===== src/rtl/conv2d_seq_ctrl_pkg.sv =====
// Shared definitions for the 2-D convolution sequencer: state codes, defaults, sizing helpers.
// Latency: n/a (declarations only).
// Backpressure: n/a.
package conv_pkg;

    // Default geometry of the convolution engine
    localparam int DEF_IMG_W   = 8;
    localparam int DEF_IMG_H   = 8;
    localparam int DEF_K       = 3;
    localparam int DEF_STRIDE  = 1;
    localparam int DEF_MAC_LAT = 2;
    localparam int DEF_AW      = 6;

    // Sequencer state codes
    localparam logic [2:0] ST_IDLE  = 3'd0;
    localparam logic [2:0] ST_MAC   = 3'd1;
    localparam logic [2:0] ST_FLUSH = 3'd2;
    localparam logic [2:0] ST_EMIT  = 3'd3;
    localparam logic [2:0] ST_DONE  = 3'd4;

    // Number of valid window positions along one axis
    function automatic int out_dim(input int img, input int k, input int stride);
        return (img - k) / stride + 1;
    endfunction

    // Counter/index width for n values; never narrower than one bit so K=1 or a
    // single output row/column still yields a legal port
    function automatic int cnt_w(input int n);
        return (n > 1) ? $clog2(n) : 1;
    endfunction

endpackage


===== src/rtl/conv2d_seq_ctrl_win_cnt.sv =====
// Nested window counters: kernel tap (kc inner, kr outer) and output pixel (ocol inner, orow outer).
// Latency: next-value outputs are combinational; the counters update on the following edge.
// Backpressure: advances only when the sequencer asserts tap_adv / pix_adv.
module conv_win_cnt import conv_pkg::*; #(
    parameter  int K     = DEF_K,
    parameter  int OUT_W = 6,
    parameter  int OUT_H = 6,
    localparam int KW    = cnt_w(K),
    localparam int CW    = cnt_w(OUT_W),
    localparam int RW    = cnt_w(OUT_H)
) (
    input  logic          clk,
    input  logic          rst_n,
    input  logic          clr,
    input  logic          tap_adv,
    input  logic          pix_adv,
    output logic [KW-1:0] kr_nx,
    output logic [KW-1:0] kc_nx,
    output logic [RW-1:0] orow_nx,
    output logic [CW-1:0] ocol_nx,
    output logic          last_tap,
    output logic          last_pixel
);

    logic [KW-1:0] kr;
    logic [KW-1:0] kc;
    logic [RW-1:0] orow;
    logic [CW-1:0] ocol;

    assign last_tap   = (kc == KW'(K - 1)) && (kr == KW'(K - 1));
    assign last_pixel = (ocol == CW'(OUT_W - 1)) && (orow == RW'(OUT_H - 1));

    // Next counter values: both pairs wrap to zero after their last position
    always_comb begin
        kr_nx   = kr;
        kc_nx   = kc;
        orow_nx = orow;
        ocol_nx = ocol;
        if (clr) begin
            kr_nx   = '0;
            kc_nx   = '0;
            orow_nx = '0;
            ocol_nx = '0;
        end else begin
            if (tap_adv) begin
                if (kc == KW'(K - 1)) begin
                    kc_nx = '0;
                    kr_nx = (kr == KW'(K - 1)) ? '0 : kr + KW'(1);
                end else begin
                    kc_nx = kc + KW'(1);
                end
            end
            if (pix_adv) begin
                if (ocol == CW'(OUT_W - 1)) begin
                    ocol_nx = '0;
                    orow_nx = (orow == RW'(OUT_H - 1)) ? '0 : orow + RW'(1);
                end else begin
                    ocol_nx = ocol + CW'(1);
                end
            end
        end
    end

    // Counter registers
    always_ff @(posedge clk) begin
        if (!rst_n) begin
            kr   <= '0;
            kc   <= '0;
            orow <= '0;
            ocol <= '0;
        end else begin
            kr   <= kr_nx;
            kc   <= kc_nx;
            orow <= orow_nx;
            ocol <= ocol_nx;
        end
    end

endmodule


===== src/rtl/conv2d_seq_ctrl.sv =====
// 2-D convolution sequencer: walks output pixels in raster order, drives memory addresses and MAC controls.
// Latency: K*K + MAC_LAT + 1 cycles per pixel with out_ready high; all outputs registered.
// Backpressure: out_valid/out_row/out_col hold (MAC idle) until out_ready; abort overrides everything.
module conv2d_seq_ctrl import conv_pkg::*; #(
    parameter  int IMG_W   = DEF_IMG_W,
    parameter  int IMG_H   = DEF_IMG_H,
    parameter  int K       = DEF_K,
    parameter  int STRIDE  = DEF_STRIDE,
    parameter  int MAC_LAT = DEF_MAC_LAT,
    parameter  int AW      = DEF_AW,
    localparam int OUT_W   = out_dim(IMG_W, K, STRIDE),
    localparam int OUT_H   = out_dim(IMG_H, K, STRIDE),
    localparam int KAW     = cnt_w(K * K),
    localparam int KW      = cnt_w(K),
    localparam int RW      = cnt_w(OUT_H),
    localparam int CW      = cnt_w(OUT_W),
    localparam int FW      = cnt_w(MAC_LAT)
) (
    input  logic           clk,
    input  logic           rst_n,
    input  logic           start,
    input  logic           abort,
    output logic [AW-1:0]  img_addr,
    output logic [KAW-1:0] ker_addr,
    output logic           mac_en,
    output logic           acc_clr,
    output logic           out_valid,
    input  logic           out_ready,
    output logic [RW-1:0]  out_row,
    output logic [CW-1:0]  out_col,
    output logic           busy,
    output logic           done
);

    logic [2:0]     state;
    logic [2:0]     state_nx;
    logic [FW-1:0]  flush_cnt;
    logic [FW-1:0]  flush_nx;
    logic           tap_adv;
    logic           pix_adv;
    logic [KW-1:0]  kr_nx;
    logic [KW-1:0]  kc_nx;
    logic [RW-1:0]  orow_nx;
    logic [CW-1:0]  ocol_nx;
    logic           last_tap;
    logic           last_pixel;
    logic [AW-1:0]  img_nx;
    logic [KAW-1:0] ker_nx;

    conv_win_cnt #(
        .K     (K),
        .OUT_W (OUT_W),
        .OUT_H (OUT_H)
    ) u_cnt (
        .clk        (clk),
        .rst_n      (rst_n),
        .clr        (abort),
        .tap_adv    (tap_adv),
        .pix_adv    (pix_adv),
        .kr_nx      (kr_nx),
        .kc_nx      (kc_nx),
        .orow_nx    (orow_nx),
        .ocol_nx    (ocol_nx),
        .last_tap   (last_tap),
        .last_pixel (last_pixel)
    );

    // Addresses for the tap being issued next cycle; full 32-bit math, then truncated
    assign img_nx = AW'((32'(orow_nx) * 32'(STRIDE) + 32'(kr_nx)) * 32'(IMG_W)
                        + 32'(ocol_nx) * 32'(STRIDE) + 32'(kc_nx));
    assign ker_nx = KAW'(32'(kr_nx) * 32'(K) + 32'(kc_nx));

    // Next-state and counter-advance decisions; abort wins over everything
    always_comb begin
        state_nx = state;
        flush_nx = flush_cnt;
        tap_adv  = 1'b0;
        pix_adv  = 1'b0;
        if (abort) begin
            state_nx = ST_IDLE;
            flush_nx = '0;
        end else begin
            case (state)
                ST_IDLE: begin
                    if (start) state_nx = ST_MAC;
                end
                ST_MAC: begin
                    tap_adv = 1'b1;
                    if (last_tap) begin
                        state_nx = (MAC_LAT == 0) ? ST_EMIT : ST_FLUSH;
                        flush_nx = '0;
                    end
                end
                ST_FLUSH: begin
                    flush_nx = flush_cnt + FW'(1);
                    if (flush_cnt == FW'(MAC_LAT - 1)) state_nx = ST_EMIT;
                end
                ST_EMIT: begin
                    if (out_ready) begin
                        pix_adv  = 1'b1;
                        state_nx = last_pixel ? ST_DONE : ST_MAC;
                    end
                end
                ST_DONE: begin
                    state_nx = ST_IDLE;
                end
                default: begin
                    state_nx = ST_IDLE;
                end
            endcase
        end
    end

    // State register plus registered outputs decoded from the next state
    always_ff @(posedge clk) begin
        if (!rst_n) begin
            state     <= ST_IDLE;
            flush_cnt <= '0;
            img_addr  <= '0;
            ker_addr  <= '0;
            mac_en    <= 1'b0;
            acc_clr   <= 1'b0;
            out_valid <= 1'b0;
            out_row   <= '0;
            out_col   <= '0;
            busy      <= 1'b0;
            done      <= 1'b0;
        end else begin
            state     <= state_nx;
            flush_cnt <= flush_nx;
            mac_en    <= (state_nx == ST_MAC);
            acc_clr   <= (state_nx == ST_MAC) && (kr_nx == '0) && (kc_nx == '0);
            img_addr  <= (state_nx == ST_MAC) ? img_nx : '0;
            ker_addr  <= (state_nx == ST_MAC) ? ker_nx : '0;
            out_valid <= (state_nx == ST_EMIT);
            out_row   <= (state_nx == ST_EMIT) ? orow_nx : '0;
            out_col   <= (state_nx == ST_EMIT) ? ocol_nx : '0;
            busy      <= (state_nx != ST_IDLE);
            done      <= (state_nx == ST_DONE);
        end
    end

endmodule


===== config.mk =====
export PLATFORM = sky130hd
export DESIGN_NAME = conv2d_seq_ctrl
export DESIGN_NICKNAME = d
export VERILOG_FILES = /design/src/rtl/conv2d_seq_ctrl_pkg.sv /design/src/rtl/conv2d_seq_ctrl_win_cnt.sv /design/src/rtl/conv2d_seq_ctrl.sv
export SDC_FILE = /design/constraint.sdc
export NUM_CORES = 1
export LEC_CHECK = 0
export CORE_MARGIN = 2
export CORE_UTILIZATION = 35
export DETAILED_ROUTE_END_ITERATION = 6
export PLACE_DENSITY = 0.52
export SLEW_MARGIN = 25
export SYNTH_ARGS = -nofsm -noshare
export SYNTH_HDL_FRONTEND = slang
export SYNTH_SLANG_ARGS = --single-unit
export TNS_END_PERCENT = 30

===== constraint.sdc =====
create_clock -name clk -period 3.15 [get_ports clk]
set_input_delay 0.63 -clock clk [delete_from_list [all_inputs] [get_ports clk]]
set_output_delay 0.63 -clock clk [all_outputs]
set_load 0.1 [all_outputs]

* Word-level counts from Yosys, hierarchy flattened *
Index checks and enable logic that the tools add are counted.

storage, ports and cells
  bits in registers = 35
  input bits = 5
  output and inout port bits = 21
  logic and storage cells = 78

operators by class
  add/subtract/negate cells = 9
  multiply operators = 1
  eq/ne operators = 11
  mux-type cells = 28
  bitwise gates (word level) = 1
  reductions and logical operators = 13

operators with widths
  kind                                              number
  two-way mux 3 bit                                 13
  two-way mux 2 bit                                 7
  one-hot mux 3 bit (4 select lines)                1
  == test 3 x 2 -> 1 bit, second input constant     3
  == test 3 bit, second input constant              3
  adder 3 x 1 -> 3 bit, second input constant       2
  adder 6 x 2 -> 6 bit                              1
  adder 6 x 3 -> 6 bit                              1
  == test 3 x 1 -> 1 bit, second input constant     2
  two-way mux 1 bit                                 6
  AND reduction 2 bit                               3
  adder 2 x 1 -> 2 bit, second input constant       2
  adder 4 x 2 -> 4 bit                              1
  == test 2 bit, second input constant              2
  logical AND 1 bit                                 4
  zero test 2 bit                                   2
  multiplier 2 x 2 -> 4 bit, second input constant  1
  adder 3 x 2 -> 3 bit                              1
  zero test 3 bit                                   1
  nonzero test 3 bit                                1
  inequality test 2 bit, second input constant      1
  one-hot mux 1 bit (2 select lines)                1
  nonzero test 2 bit                                1
  OR reduction 2 bit                                1
  other kinds (2)                                   2

* Depth between registers and ports, before layout *
Gate-level depths: netlist of the first run.

  depth in word-level cells = 9
  mapped depth = 11
  depth with buffers taken out = 10

* Hierarchy *
A second synthesis of the first run with hierarchy kept.

second synthesis, totals
  cell total of the unflattened synthesis = 166
  area, all modules = 1637.8 um2

modules (own cells, without submodules)
  module           instances  cells each  area an instance (um2)  seq. area each (um2)
  conv2d_seq_ctrl  1          108         1142.3                  500.5
  conv_win_cnt     1          58          495.5                   200.2

* Least setup slack after synthesis of the first run *
OpenSTA, ideal clock, no wires.

  path kind = input-to-reg
  start = in abort
  end = reg img_addr[5]
  library setup time = 71 ps
  arrival time = 2842 ps
  data required time = 3079 ps
  setup slack = 237 ps
  stages = 8
  path buffers = 1
  cell sequence = clkbuf_1 nor4_1 mux2i_1 or2_2 fa_1 nand2b_1 a2111o_1 a21oi_1

between the ends
  longest elaborated chain between the ends = 6
  elaborated cells between the ends (all ways) = 16
  classes of those cells = add/sub: 3; eq/ne: 1; mux: 11; reduce/logical: 1

ends and longest elaborated chain
  item                                                    RTL line                                                      text
  start, declared                                         conv2d_seq_ctrl.sv:22                                         input logic abort,
  two-way mux 1 bit                                       conv2d_seq_ctrl.sv:79                                         if (abort) begin
  two-way mux 3 bit or two-way mux 2 bit (tied branches)  conv2d_seq_ctrl_win_cnt.sv:53, conv2d_seq_ctrl_win_cnt.sv:45
  two-way mux 3 bit or two-way mux 2 bit (tied branches)  conv2d_seq_ctrl_win_cnt.sv:39                                 if (clr) begin
  adder 3 x 2 -> 3 bit                                    conv2d_seq_ctrl.sv:69                                         assign img_nx = AW'((32'(orow_nx) * 32'(STRIDE) + 32'(kr_nx)) * 32'(IMG_W)
  adder 6 x 3 -> 6 bit                                    conv2d_seq_ctrl.sv:70                                         + 32'(ocol_nx) * 32'(STRIDE) + 32'(kc_nx));
  adder 6 x 2 -> 6 bit                                    conv2d_seq_ctrl.sv:70
  end signal, assigned                                    conv2d_seq_ctrl.sv:133                                        img_addr <= (state_nx == ST_MAC) ? img_nx : '0;
  end, declared                                           conv2d_seq_ctrl.sv:23                                         output logic [AW-1:0] img_addr,

Parallel ways exist; a longest one is shown, timed or not.
A chain may end at the register's enable or synchronous reset.

* Final worst setup path of the first run *
  start = in out_ready
  end = reg img_addr[5]

between the ends
  longest elaborated chain between the ends = 8
  elaborated cells between the ends (all ways) = 15
  classes of those cells = add/sub: 3; eq/ne: 1; mux: 10; reduce/logical: 1

ends and longest elaborated chain
  item                  RTL line                       text
  start, declared       conv2d_seq_ctrl.sv:28          input logic out_ready,
  two-way mux 1 bit     conv2d_seq_ctrl.sv:99          if (out_ready) begin
  two-way mux 1 bit     conv2d_seq_ctrl.sv:83          case (state)
  two-way mux 1 bit     conv2d_seq_ctrl.sv:79
  two-way mux 3 bit     conv2d_seq_ctrl_win_cnt.sv:53  if (pix_adv) begin
  two-way mux 3 bit     conv2d_seq_ctrl_win_cnt.sv:39
  via orow_nx[0]        conv2d_seq_ctrl.sv:43          logic [RW-1:0] orow_nx;
  adder 3 x 2 -> 3 bit  conv2d_seq_ctrl.sv:69
  adder 6 x 3 -> 6 bit  conv2d_seq_ctrl.sv:70
  adder 6 x 2 -> 6 bit  conv2d_seq_ctrl.sv:70

The timed path passes the listed nets, and every way through them passes these cells.

==> impl_metrics.ini, run 1 <==
[sta]
finalHoldViolCount = 0
slew_viol_final = 0
period_share_pct = 93.94
tightest_slew_ns = 0.4980
rsz0062_at_grt = no
fin_skew_ns = 0.004931
fmax_mhz = 337.9
period_needed_ns = 2.959
setup_tns_ns = 0
slew_headroom_pct = 66.54
holdWs_ns = 0.5145
finalSetupViolCount = 0

[logic_synthesis]
ys_types = 42
synth.area.top_cells = dfxtp_1 43%, fa_1 4.9%, ha_1 4.6%
synth_top_area_share_pct = 42.78
syn_nets = 190
synth_flop_cell = dfxtp_1
synth_area_um2 = 1638
synth_edf_count = 0
synthCells = 175
yosysSeqAreaShare_pct = 42.78
yosys_warnings = 0
synth.avg_cell_area_um2 = 9.359
ys_ff_latch = 35
synth_top_area_cell = dfxtp_1
ys_async_sr_fraction_pct = 0

[cts]
clk_latency_ns = 0.28
cts_tree = done
cts_buffers = 5
cts_resized = 0
cts_max_path_buffers = 2
post_cts_buffers = 0
cts_hold_buf = 0
clock_sinks = 35
cts_root_buf = clkbuf_8
htreeDepth = 2
clk_pin_slew_ns = 0.07

[setup_path]
reg2reg_depth = 9
critPathKind = in -> reg
cp_max_fo = 4
cp-start-kind = primary input
crit_arrival_ns = 3.17
crit_path_end_kind = register
required_ns = 3.36

[routing]
wl_per_cell_um = 13.73
met1_length_um = 1871
wirelength_um = 3734
topRoutingLayerUsed = met4
routed-wl-met2_um = 1685
vias = 1346
drtIter0Drc = 65
drtAntennaViolNets = 0
drc = 0
drt_pass1_iterations = 4
route.met3.wl_um = 120
vias_per_cell = 4.949

[global_routing]
grt_pass1_vias = 1336
globalRouteOverflowTotal = 0
grtUsageTotal_pct = 15.59
antenna_found_initial = 0
grt_max_degree = 18
grt_pass1_wl_um = 6320

[cells_and_area]
n_antenna_cell = 0
fillers = 440
finalInstanceArea_um2 = 2128
layout.nets = 234
post-route-util_pct = 47.89
drive_above_1_share_pct = 25.00
stdcell_count = 272
syn2layout_area_growth_pct = 29.95

[floorplanning]
pin_count = 26
die_area_um2 = 5242
fp.coreArea_um2 = 4444
num_rows = 24
start_util_pct = 36.85
die_h_um = 72.41
die_w_um = 72.41

[place]
io_buffer_count = 25
gp_congestion = 0.8192
placedCellCount = 264
place_hpwl_um = 2840
placed_cell_area_um2 = 2007

[status]
status = complete, no violations

[power_and_ir_drop]
p_leak_uw = 0.0008856
powerDensity_nw_per_um2 = 429.9
ir_worst_vdd_mv = 0.2527

[hold_path]
hold_class = reg -> reg
worst_hold_path.num_cells = 2

[job]
cap_violations = 0
## worst max-delay path, stage by stage
cell and delay [ns]:
clkdlybuf4s50_1 0.48, nand2_1 0.10, nor4b_1 0.34, xnor2_1 0.19, nor2_1 0.08, ha_1 0.19, inv_1 0.06, fa_1 0.42
nand2b_1 0.17, a2111o_1 0.38, a21oi_1 0.12
## sequential cells by signal (all words and copies together), names as in the netlist
signal      flops
ker_addr        4
out_valid       1
u_cnt.ocol      3
out_row         3
mac_en          1
flush_cnt       1
img_addr        6
u_cnt.orow      3
u_cnt.kc        2
u_cnt.kr        2
busy            1
acc_clr         1
done            1
out_col         3
state           3
## area by class of cell
class,instances,area (µm²),share of cell area (%)
clock inverter,2,35.03,1.646
sequential,35,700.7,32.92
tap,52,65.06,3.057
multi-input combinational,127,889.6,41.80
clock buffer,6,82.58,3.880
inverter,8,30.03,1.411
timing repair buffer,42,325.3,15.29
## placed cells by master (no fill, tap or decap), types with 6 or more instances in the layout
cell / n
ha_1: 6
clkbuf_8: 6
buf_4: 38
a21oi_1: 7
and3_1: 6
nand2_1: 7
dfxtp_1: 35
nor3_1: 10
inv_1: 8
and2_1: 8
nor2_1: 20
## stage by stage
stage          setup WS, ns  total power [µW]
6_report             0.1909             914.9
5_1_grt             0.02912             948.0
2_1_floorplan        0.2369             488.8
3_3_place_gp       -0.04689             509.8
4_1_cts              0.1984             927.0
3_5_place_dp        -0.1013             510.3
## logic make-up after synthesis
group | synth area share (%)
buffers and inverters | 3.132
DFF | 42.78
adders and majority gates | 9.473
muxes | 1.834
AOI/OAI and AO/OA | 9.931
and+or+nand+nor | 30.71
xor gates and xnor gates | 2.139
## worst paths after layout
| kind | slack (ns) | end | start |
|---|---|---|---|
| worst max-delay path | 0.19 | img_addr[5]$_SDFF_PN0_ | out_ready |
| worst min-delay path | 0.51 | flush_cnt$_SDFFE_PP0P_ | flush_cnt$_SDFFE_PP0P_ |
| worst min register to register | 0.51 | flush_cnt$_SDFFE_PP0P_ | flush_cnt$_SDFFE_PP0P_ |
| worst max register to register | 0.33 | img_addr[5]$_SDFF_PN0_ | state[1]$_SDFF_PN0_ |
## cell usage after synthesis (all sizes together), types with 3 or more instances
master,n
a21oi,8
and2,8
and3,6
clkbuf,3
dfxtp,35
fa,4
ha,6
inv,8
mux2i,3
nand2,7
nand2b,5
nand3,4
nand3b,5
nand4b,5
nor2,20
nor3,10
nor3b,4
nor4,3
o21ai,5
xor2,3
## routing by layer
metal	up-vias	global-route usage, %
met2	23	24.57
met3	7	4.167
met1	614	21.14
li1	702	-
met5	-	0
met4	0	4.321
## power by group
group | switching (µW) | internal (µW) | total, µW
Sequential | 1.28 | 445 | 447
Combinational | 35.7 | 17.7 | 53.4
Clock | 159 | 256 | 415
Total | 196 | 719 | 915
Power figures use the tool's default switching activity.
==> run 2, diff against run 1 <==
- CORE_UTILIZATION: 35 -> 52
- PLACE_DENSITY: 0.52 -> 0.74
==> run 2 against run 1 <==
Die area down 31%. Critical endpoint unchanged. Highest routed layer unchanged. Critical path type unchanged. Clock skew up 0.0042 ns. Largest power group unchanged. Maximum frequency down 2.0%.
==> impl_metrics.ini, run 2 (same netlist as run 1, synthesis figures left out) <==
[cts]
clock_sinks = 35
cts_hold_buf = 0
cts_tree = done
cts_max_path_buffers = 2
clk_latency_ns = 0.35
cts_root_buf = clkbuf_4
cts_buffers = 5
htreeDepth = 2
clk_pin_slew_ns = 0.11

[cells_and_area]
layout.nets = 232
syn2layout_area_growth_pct = 26.89
multi_input_area_um2 = 895.9
top_regs = img_addr: 6 flops, ker_addr: 4 flops
largest_reg_flops = 6
final_common_cell = buf_4
n_antenna_cell = 0
drive_above_1_share_pct = 24.77
regMostFlops = img_addr
stdcell_count = 262
regArea_um2 = 700.7
fillers = 262
most-common-layout-cells = 36 x buf_4, 35 x dfxtp_1, 20 x nor2_1, 10 x nor3_1

[sta]
period_share_pct = 95.87
setup_tns_ns = 0
finalSetupViolCount = 0
tightest_slew_ns = 0.4899
finalHoldViolCount = 0
fmax_mhz = 331.1
rsz0062_at_grt = no
setup_ws_ns = 0.1301
slew_headroom_pct = 67.09
slew_viol_final = 0
period_needed_ns = 3.020
holdWs_ns = 0.5264
fin_skew_ns = 0.009148

[floorplanning]
die_area_um2 = 3614
die_h_um = 60.12
die_w_um = 60.12
num_rows = 20
start_util_pct = 54.09
fp.coreArea_um2 = 3028
pin_count = 26

[global_routing]
grtUsageTotal_pct = 22.58
grt_max_degree = 18
antenna_found_initial = 0
grt_pass1_wl_um = 5816
globalRouteOverflowTotal = 0
grt_pass1_vias = 1262

[setup_path]
timing.rr.start = state[2]$_SDFF_PN0_
worstSetupStartpoint = out_ready
cp-start-kind = primary input
critPathKind = in -> reg
critPathCapture = img_addr[5]$_SDFF_PN0_
reg2reg_slack_ns = 0.24
required_ns = 3.38
cp_num_cells = 10
critPathTopFamily = simple AND/OR/NAND/NOR gates
path_cells = clkdlybuf4s50_1 > nand2_1 > nor4_1 > buf_4 > mux2i_1 > or2_2 > fa_1 > nand2b_1 > o311ai_0 > a21oi_1
critical_path_buf_inv_count = 2
reg2reg_depth = 10
crit_slowest_cell = clkdlybuf4s50_1
cp_max_fo = 4
critPathMaxStageDelay_ns = 0.48
crit_arrival_ns = 3.25
crit_path_end_kind = register
r2r-end = img_addr[5]$_SDFF_PN0_

[hold_path]
hold_class = reg -> reg

[routing]
wl_per_cell_um = 14.22
vias_per_cell = 5.515
drt_pass1_iterations = 4
drtAntennaViolNets = 0
vias = 1445
drtIter0Drc = 58
wirelength_um = 3726
drc = 0

[place]
io_buffer_count = 25
gp_congestion = 0.9165
placedCellCount = 254
place_ws_ns = -0.1681
place_hpwl_um = 2718

[power_and_ir_drop]
powerDensity_nw_per_um2 = 403.7
p_leak_uw = 0.0008624
ir_worst_vdd_mv = 0.3784

[job]
cap_violations = 0

[status]
status = complete, no violations
-- run 2: cell count changes in the layout (fill, tap and decap cells not counted), sizes merged --
| cell | delta |
|---|---|
| buf | -2 |
-- run 2: how the worst min path moves through the flow --
stage	slack, ns	cells after the start	start	endpoint
finish	0.53	2	flush_cnt$_SDFFE_PP0P_	flush_cnt$_SDFFE_PP0P_
CTS	0.54	2	flush_cnt$_SDFFE_PP0P_	flush_cnt$_SDFFE_PP0P_
global route	0.57	2	flush_cnt$_SDFFE_PP0P_	flush_cnt$_SDFFE_PP0P_
floorplan	0.48	2	flush_cnt$_SDFFE_PP0P_	flush_cnt$_SDFFE_PP0P_
global placement	0.50	2	flush_cnt$_SDFFE_PP0P_	flush_cnt$_SDFFE_PP0P_
detailed placement	0.52	2	flush_cnt$_SDFFE_PP0P_	flush_cnt$_SDFFE_PP0P_
-- run 2: repair_timing --
item / CTS / global route
buffers inserted: 0 / 0
endpoints found under the setup margin: 0 / 1
gates resized for setup: 0 / 2
-- run 2: layer usage --
layer	track usage (%)	up-vias	share of wire [%]
li1	-	700	-
met1	27.81	694	43
met2	35.25	40	49
met3	7.359	11	5.4
met4	11.11	0	2.9
met5	0	-	0
-- run 2: stage by stage --
step	util (%)	total power, µW	cell area (µm²)
after global routing	68.64	874.6	2078
after global placement	65.45	507.7	1982
after detailed placement	65.45	508.3	1982
after CTS	68.31	846.7	2068
after floorplan	-	488.8	1638
final	68.64	838.9	2078
-- run 2: tightest hold or removal path: stages, from the launching register on --
cell	delay [ns]
dfxtp_1	0.35
o21ai_0	0.08
a21oi_1	0.07
-- run 2: cell type report --
| type | count | area share [%] |
|---|---|---|
| clock buffer | 6 | 2.468 |
| tap | 44 | 2.649 |
| timing repair buffer | 40 | 14.93 |
| multi-input combinational | 127 | 43.11 |
| clock inverter | 2 | 1.686 |
| inverter | 8 | 1.445 |
| sequential | 35 | 33.71 |
-- run 2: where the power goes --
group	internal [µW]	leakage, µW	switching, µW	total, µW
logic	16.9	0.000532	35.1	52.0
clock network	187	0.0000482	153	340
registers	445	0.000283	1.28	447
total	650	0.000862	189	839
